### src/rtl/keypad_scanner_pkg.sv
// rtl/keypad_scanner_pkg.sv - shared FSM state type and key-code width helper for the keypad scanner
package keypad_pkg;

  typedef enum logic [1:0] {
    SCAN     = 2'd0,
    DEBOUNCE = 2'd1,
    HOLD     = 2'd2
  } kp_state_t;

  function automatic int key_width(input int rows, input int cols);
    return (rows * cols > 1) ? $clog2(rows * cols) : 1;
  endfunction

endpackage

### src/rtl/keypad_scanner_if.sv
// rtl/keypad_scanner_if.sv - keypad matrix drive/return and key event bundle
interface keypad_scanner_if
  import keypad_pkg::*;
#(
  parameter int ROWS  = 4,
  parameter int COLS  = 4,
  parameter int KEY_W = key_width(ROWS, COLS)
);
  logic [ROWS-1:0]  row_keys;
  logic [COLS-1:0]  col_keys;
  logic [KEY_W-1:0] key_code;
  logic             key_valid;
  logic             key_repeat;
  logic             key_held;
  logic             key_release;

  modport master (
    input  row_keys,
    output col_keys, key_code, key_valid, key_repeat, key_held, key_release
  );

  modport slave (
    output row_keys,
    input  col_keys, key_code, key_valid, key_repeat, key_held, key_release
  );
endinterface

### src/rtl/keypad_scanner_sync.sv
// rtl/keypad_scanner_sync.sv - two-flop synchroniser for the asynchronous row returns
module key_sync #(
  parameter int WIDTH = 4
) (
  input  logic             clk,
  input  logic [WIDTH-1:0] raw,
  output logic [WIDTH-1:0] synced
);
  logic [WIDTH-1:0] meta;

  // No reset: these flops only filter metastability; the FSM owns reset behaviour.
  always_ff @(posedge clk) begin
    meta   <= raw;
    synced <= meta;
  end
endmodule

### src/rtl/keypad_scanner.sv
// rtl/keypad_scanner.sv - matrix keypad column scan, single-key debounce, press/repeat/release strobes
module keypad_scanner
  import keypad_pkg::*;
#(
  parameter int ROWS            = 4,
  parameter int COLS            = 4,
  parameter int SCAN_DWELL      = 4,
  parameter int DEBOUNCE_CYCLES = 960000,
  parameter int REPEAT_CYCLES   = 0
) (
  input  logic             clk,
  input  logic             reset,
  keypad_scanner_if.master kp
);
  localparam int KEY_W   = key_width(ROWS, COLS);
  localparam int COL_W   = (COLS > 1) ? $clog2(COLS) : 1;
  localparam int DWELL_W = $clog2(SCAN_DWELL + 1);
  localparam int DEB_W   = $clog2(DEBOUNCE_CYCLES + 1);
  localparam int REP_W   = (REPEAT_CYCLES > 0) ? $clog2(REPEAT_CYCLES + 1) : 1;

  localparam logic [ROWS-1:0]    ROW_ONE    = ROWS'(1);
  localparam logic [COL_W-1:0]   COL_LAST   = COL_W'(COLS - 1);
  localparam logic [DWELL_W-1:0] DWELL_LAST = DWELL_W'(SCAN_DWELL - 1);
  localparam logic [DEB_W-1:0]   DEB_LAST   = DEB_W'(DEBOUNCE_CYCLES - 1);
  localparam logic [DEB_W-1:0]   DEB_FULL   = DEB_W'(DEBOUNCE_CYCLES);
  localparam logic [REP_W-1:0]   REP_LAST   = REP_W'(REPEAT_CYCLES - 1);

  kp_state_t          state, state_next;
  logic [COL_W-1:0]   col_idx, col_next, col_adv;
  logic [DWELL_W-1:0] dwell_cnt, dwell_next;
  logic [DEB_W-1:0]   deb_cnt, deb_next, rel_cnt, rel_next;
  logic [REP_W-1:0]   rep_cnt, rep_next;
  logic [ROWS-1:0]    latched, latched_next, q_rows;
  logic [KEY_W-1:0]   key_code, code_next;
  logic               key_valid, valid_next, key_repeat, repeat_next;
  logic               key_release, release_next;
  logic               one_hot, match, idle;

  function automatic int onehot_row(input logic [ROWS-1:0] v);
    int idx;
    idx = 0;
    for (int i = 0; i < ROWS; i++) begin
      if (v[i]) idx = i;
    end
    return idx;
  endfunction

  key_sync #(.WIDTH(ROWS)) u_sync (
    .clk    (clk),
    .raw    (kp.row_keys),
    .synced (q_rows)
  );

  assign one_hot = (q_rows != '0) && ((q_rows & (q_rows - ROW_ONE)) == '0);
  assign match   = (q_rows == latched);
  assign idle    = (q_rows == '0);
  assign col_adv = (col_idx == COL_LAST) ? '0 : col_idx + COL_W'(1);

  always_comb begin
    state_next   = state;
    col_next     = col_idx;
    dwell_next   = dwell_cnt;
    deb_next     = deb_cnt;
    rep_next     = rep_cnt;
    rel_next     = rel_cnt;
    latched_next = latched;
    code_next    = key_code;
    valid_next   = 1'b0;
    repeat_next  = 1'b0;
    release_next = 1'b0;
    unique case (state)
      SCAN: begin
        if (dwell_cnt == DWELL_LAST) begin
          dwell_next = '0;
          if (one_hot) begin
            latched_next = q_rows;
            deb_next     = '0;
            state_next   = DEBOUNCE;
          end else begin
            col_next = col_adv;
          end
        end else begin
          dwell_next = dwell_cnt + DWELL_W'(1);
        end
      end
      DEBOUNCE: begin
        if (!match) begin
          state_next = SCAN;
          col_next   = col_adv;
          dwell_next = '0;
        end else if (deb_cnt == DEB_LAST) begin
          state_next = HOLD;
          code_next  = KEY_W'(onehot_row(latched) * COLS + int'(col_idx));
          valid_next = 1'b1;
          rep_next   = '0;
          rel_next   = '0;
        end else begin
          deb_next = deb_cnt + DEB_W'(1);
        end
      end
      HOLD: begin
        // The release strobe occupies the last HOLD cycle; the column moves on after it.
        if (key_release) begin
          state_next = SCAN;
          col_next   = col_adv;
          dwell_next = '0;
        end else if (rel_cnt == DEB_FULL) begin
          release_next = 1'b1;
        end else begin
          rel_next = idle ? rel_cnt + DEB_W'(1) : '0;
          if (REPEAT_CYCLES > 0 && match) begin
            if (rep_cnt == REP_LAST) begin
              rep_next    = '0;
              valid_next  = 1'b1;
              repeat_next = 1'b1;
            end else begin
              rep_next = rep_cnt + REP_W'(1);
            end
          end
        end
      end
      default: state_next = SCAN;
    endcase
  end

  always_ff @(posedge clk) begin
    if (reset) begin
      state       <= SCAN;
      col_idx     <= '0;
      dwell_cnt   <= '0;
      deb_cnt     <= '0;
      rep_cnt     <= '0;
      rel_cnt     <= '0;
      latched     <= '0;
      key_code    <= '0;
      key_valid   <= 1'b0;
      key_repeat  <= 1'b0;
      key_release <= 1'b0;
    end else begin
      state       <= state_next;
      col_idx     <= col_next;
      dwell_cnt   <= dwell_next;
      deb_cnt     <= deb_next;
      rep_cnt     <= rep_next;
      rel_cnt     <= rel_next;
      latched     <= latched_next;
      key_code    <= code_next;
      key_valid   <= valid_next;
      key_repeat  <= repeat_next;
      key_release <= release_next;
    end
  end

  assign kp.col_keys    = COLS'(1) << col_idx;
  assign kp.key_code    = key_code;
  assign kp.key_valid   = key_valid;
  assign kp.key_repeat  = key_repeat;
  assign kp.key_held    = (state == HOLD);
  assign kp.key_release = key_release;
endmodule
### src/flat_wrapper.sv
// flat-port wrapper written by rule: the top's interface ports become plain ports
module keypad_scanner_flat import keypad_pkg::*;
#(
  parameter int ROWS            = 4,
  parameter int COLS            = 4,
  parameter int SCAN_DWELL      = 4,
  parameter int DEBOUNCE_CYCLES = 960000,
  parameter int REPEAT_CYCLES   = 0
)
  (clk, reset, kp_row_keys, kp_col_keys, kp_key_code, kp_key_valid, kp_key_repeat, kp_key_held, kp_key_release);
  keypad_scanner_if #(.ROWS(ROWS), .COLS(COLS)) kp_i ();
  input  logic clk;
  input  logic reset;
  input wire logic [$bits(kp_i.row_keys)-1:0] kp_row_keys;
  output wire logic [$bits(kp_i.col_keys)-1:0] kp_col_keys;
  output wire logic [$bits(kp_i.key_code)-1:0] kp_key_code;
  output wire logic [$bits(kp_i.key_valid)-1:0] kp_key_valid;
  output wire logic [$bits(kp_i.key_repeat)-1:0] kp_key_repeat;
  output wire logic [$bits(kp_i.key_held)-1:0] kp_key_held;
  output wire logic [$bits(kp_i.key_release)-1:0] kp_key_release;
  assign kp_i.row_keys = kp_row_keys;
  assign kp_col_keys = kp_i.col_keys;
  assign kp_key_code = kp_i.key_code;
  assign kp_key_valid = kp_i.key_valid;
  assign kp_key_repeat = kp_i.key_repeat;
  assign kp_key_held = kp_i.key_held;
  assign kp_key_release = kp_i.key_release;
  keypad_scanner #(.ROWS(ROWS), .COLS(COLS), .SCAN_DWELL(SCAN_DWELL), .DEBOUNCE_CYCLES(DEBOUNCE_CYCLES), .REPEAT_CYCLES(REPEAT_CYCLES)) u_core (.clk(clk), .reset(reset), .kp(kp_i));
endmodule
### config.mk
export PLATFORM = sky130hd
export DESIGN_NAME = keypad_scanner_flat
export DESIGN_NICKNAME = d
export VERILOG_FILES = /design/src/rtl/keypad_scanner_pkg.sv /design/src/rtl/keypad_scanner_if.sv /design/src/rtl/keypad_scanner_sync.sv /design/src/rtl/keypad_scanner.sv /design/src/flat_wrapper.sv
export SDC_FILE = /design/constraint.sdc
export NUM_CORES = 1
export LEC_CHECK = 0
export ABC_CLOCK_PERIOD_IN_PS = 3300
export BUFFER_PORTS_ARGS = -buffer_cell sky130_fd_sc_hd__buf_2
export CORE_ASPECT_RATIO = 0.9
export CORE_MARGIN = 1
export CORE_UTILIZATION = 55
export DETAILED_ROUTE_END_ITERATION = 6
export PLACE_DENSITY = 0.74
export SLEW_MARGIN = 20
export SYNTH_ARGS = -nofsm -noshare
export SYNTH_HDL_FRONTEND = slang
export SYNTH_SLANG_ARGS = --single-unit
### constraint.sdc
create_clock -name clk -period 3.3 [get_ports clk]
set_input_delay 0.33 -clock clk [delete_from_list [all_inputs] [get_ports clk]]
set_output_delay 0.33 -clock clk [all_outputs]
set_load 0.01 [all_outputs]
==> impl_results.md <==
* Status: finished, final reports clean
* CP Cell Sequence: xor2_1 > nor4_1 > o211ai_1 > buf_2 > a21o_1 > or4_1 > nand2_1
* Post-synth ARST share at 0%
* Die height at 77.6 um
* RSZ-0062 raised after global routing: false
* Register area share after synthesis at 37.2%
* Die width at 86.0 um
* Initial core utilization at 57.1%
* # hold bufs at CTS at 0
* Final net count at 433
* Post-CTS sizing at 0
* P per Cell Area at 401 mW/mm2
* Largest stage delay, worst path at 0.61 ns
* Post-synth top area cell: dfxtp_1
* Rel. slew slack at 49.6%
* Latest clock arrival within the worst-skew pair at 0.35 ns
* Top FF cell, synth: dfxtp_1
* FF-to-FF End: u_core.deb_cnt[10]
* Global route hottest layer: met2
* Largest net degree at the start of global routing at 29
* Core Area at 0.00611 mm2
* Clock share of power at 41.3%
* WL final at 7.71 mm
* H-tree depth at 3
* Period minus WS final at 2.85 ns
* Gate Count Post-Synth at 406
* Port-buffer cells at 16
* WP data required at 3.60 ns
* Clock Tree Root: clkbuf_8
* Max Freq at 351 MHz
* Fin crit share at 86.5%
* Combinational Power Share at 5.0%
* Gpl congestion at 0.848
* Count of flip-flops with a built-in enable after synthesis at 0
* Worst slew pin tran at 0.751 ns
* DPL Wire Length at 5.40 mm
* Unique masters post-synth at 60
* Hold endpoint: u_core.u_sync.meta[0]
* GRT overflow at 0
* Number of max-cap violations at 0
* Synth Net Count at 424
* CTS Sinks at 65
* Iteration-0 DRC Markers at 153
* Critical Path End Type: flop
* Clk buf depth at 2
* Internal Power at 0.00110 W
* Final setup vio count at 0
* Dpl cells at 490
* Routed Antenna Nets at 0
* Leak at 1.29 nW
* CP Class: reg2reg
* Vias per cell at 6.06
* # IOs at 18
* Switching power total at 0.000398 W
* Vias at 3074
* Layout cells sized above 1 at 11.4%
* Worst r2r src: u_core.u_sync.synced[1]
* Worst Setup Start Kind: flop
* Post-CTS Setup Inserts at 0
* Min-delay src: kp_row_keys[0]
* Detailed Routing Iterations Pass 1 at 4
* Yosys warnings at 0
* Hold Crit Depth at 1
* M2 GR Usage at 37.7%
* Global-route wire length before repair at 13.2 mm
* DRC Markers at 0
* Synth Register Bits at 65
* Avg WL per Cell at 15.2 um
* Syn Area/Cell at 8.60 um2
* Max FO, Critical Path at 10
* Fin. max-slew vios at 0
* Most frequent cell after synthesis: dfxtp_1
* TritonCTS buffer count at 9
* Full die area at 0.00667 mm2
* Clock skew at 0.0124 ns
* Met3 GRT Util at 6.91%
* CP arrival at 3.15 ns
* FILL cells at 529
* Final cell count without fillers at 507
* CTS tree: built
* Max VDD drop at 0.360 mV
* Met1 Usage GRT at 34.0%
* Slowest cell on crit path: nor4_1
* Total Neg Setup Slack at 0 ns
* Worst Reg-to-Reg Cells at 7
* Hold Crit Class: in2reg
* Commonest cells in the netlist: 65 x dfxtp_1, 44 x nor2_1, 27 x nand2_1, 22 x a21oi_1, 21 x nand3_1
* Diodes inserted at 0
* Fin. Hold Viols at 0
* Fin util at 61.3%
* Reg power frac at 53.8%
* Number of global-route vias before repair at 2784
* Top post-synthesis cells by area: dfxtp_1 37%, nor2_1 4.7%, ha_1 4.3%
* Row cnt at 27
* GRT Util Overall at 24.9%
* Initial antenna violation count at 0
* Switching share of power at 26.5%
* Synth top area share at 37.2%
* P&R area growth vs syn at 7.34%
* Mapped Area at 0.00349 mm2
* Reg clk slew, reported paths at 0.08 ns
* R2R setup slack at 0.45 ns
* Worst hold slack at 0.0748 ns
kinds of logic (layout without fill, tap and decap cells):
group           after synthesis  count (layout)  share of synthesized area, %
mux                           8               8                          2.33
flops                        65              65                          37.2
simple gates                178             178                          28.1
buf+inv                      34              48                          5.05
compound gates               91              91                          18.6
xor+xnor                     17              17                          4.26
other cells                   1               1                         0.107
fa+ha+maj                    12              12                          4.30
critical path: cells and delay by family, from the launching register on:
kind,cells,cell delay [ns]
flip-flops,1,0.49
AO/OA/AOI/OAI,2,0.73
buffers and inverters,1,0.30
AND/OR/NAND/NOR,3,1.16
XOR/XNOR,1,0.11
cells in the final DEF (no fill, tap or decap), types with 3 or more instances in the layout:
cell      count
nor4b_1       3
o31ai_2       3
inv_1        13
a31oi_1       4
dfxtp_1      65
nand2_1      27
o211ai_1      8
and3_1        5
buf_2        17
nand3_1      21
and2_1        6
nand2b_1      8
o31ai_1       4
clkbuf_8      9
o21ai_2       4
a211oi_1     11
ha_1         12
nand4_1      11
xnor2_1      12
and4_1        9
xor2_1        5
or4_1         7
o21ai_0       5
mux2i_1       7
nor4_1        6
or4bb_1       3
nor2_1       44
nor2b_1       3
or3_1         5
o41ai_1       4
a21oi_1      22
o21ai_1      11
nor3_1       10
clkinv_4      3
stage by stage:
| stage | setup WS [ns] | area, um2 | total power, W |
|---|---|---|---|
| global route | 0.266 | 3750 | 0.00156 |
| CTS | 0.492 | 3740 | 0.00152 |
| finish | 0.447 | 3750 | 0.00150 |
| detailed placement | 0.527 | 3570 | 0.000900 |
| floorplan | 0.947 | 3490 | 0.000884 |
| global placement | 0.571 | 3570 | 0.000896 |
worst max-delay path by stage:
stage / start / slack (ns) / depth (start not counted) / end
2_1_floorplan: u_core.rel_cnt[0] / 0.95 / 9 / u_core.rel_cnt[15]
3_3_place_gp: u_core.u_sync.synced[0] / 0.57 / 6 / u_core.deb_cnt[17]
3_5_place_dp: u_core.u_sync.synced[1] / 0.53 / 6 / u_core.deb_cnt[7]
4_1_cts: u_core.u_sync.synced[1] / 0.49 / 6 / u_core.deb_cnt[10]
5_1_grt: u_core.u_sync.synced[1] / 0.27 / 7 / u_core.deb_cnt[7]
6_report: u_core.u_sync.synced[1] / 0.45 / 7 / u_core.deb_cnt[10]
layout make-up:
cell class | instances | area (um2) | share of cell area (%)
Multi-Input combinational cell | 307 | 2020 | 53.8
Sequential cell | 65 | 1300 | 34.7
Clock buffer | 10 | 128 | 3.40
Tap cell | 87 | 109 | 2.90
Timing Repair Buffer | 18 | 92.6 | 2.47
Inverter | 14 | 52.6 | 1.40
Clock inverter | 6 | 51.3 | 1.37
power groups by stage:
stage                     clock network [W]  registers [W]   logic, W
after global placement                    0       0.000825  0.0000714
after CTS                          0.000633       0.000808  0.0000748
after global routing               0.000671       0.000810  0.0000823
after detailed placement                  0       0.000826  0.0000740
final                              0.000620       0.000808  0.0000744
after floorplan                           0       0.000820  0.0000637
metal layers:
| layer | vias up | wire, um |
|---|---|---|
| met1 | 1453 | 3730 |
| li1 | 1518 | - |
| met3 | 11 | 380 |
| met5 | - | 0 |
| met4 | 0 | 112 |
| met2 | 92 | 3480 |
state kept, by name (all words and copies together), names as in the netlist:
register               cells
u_core.deb_cnt            20
u_core.rel_cnt            20
u_core.kp.key_code         4
u_core.latched             4
u_core.u_sync.meta         4
u_core.u_sync.synced       4
u_core.dwell_cnt           3
u_core.col_idx             2
u_core.state               2
u_core.kp.key_release      1
u_core.kp.key_valid        1
(Power assumes the default switching activity.)
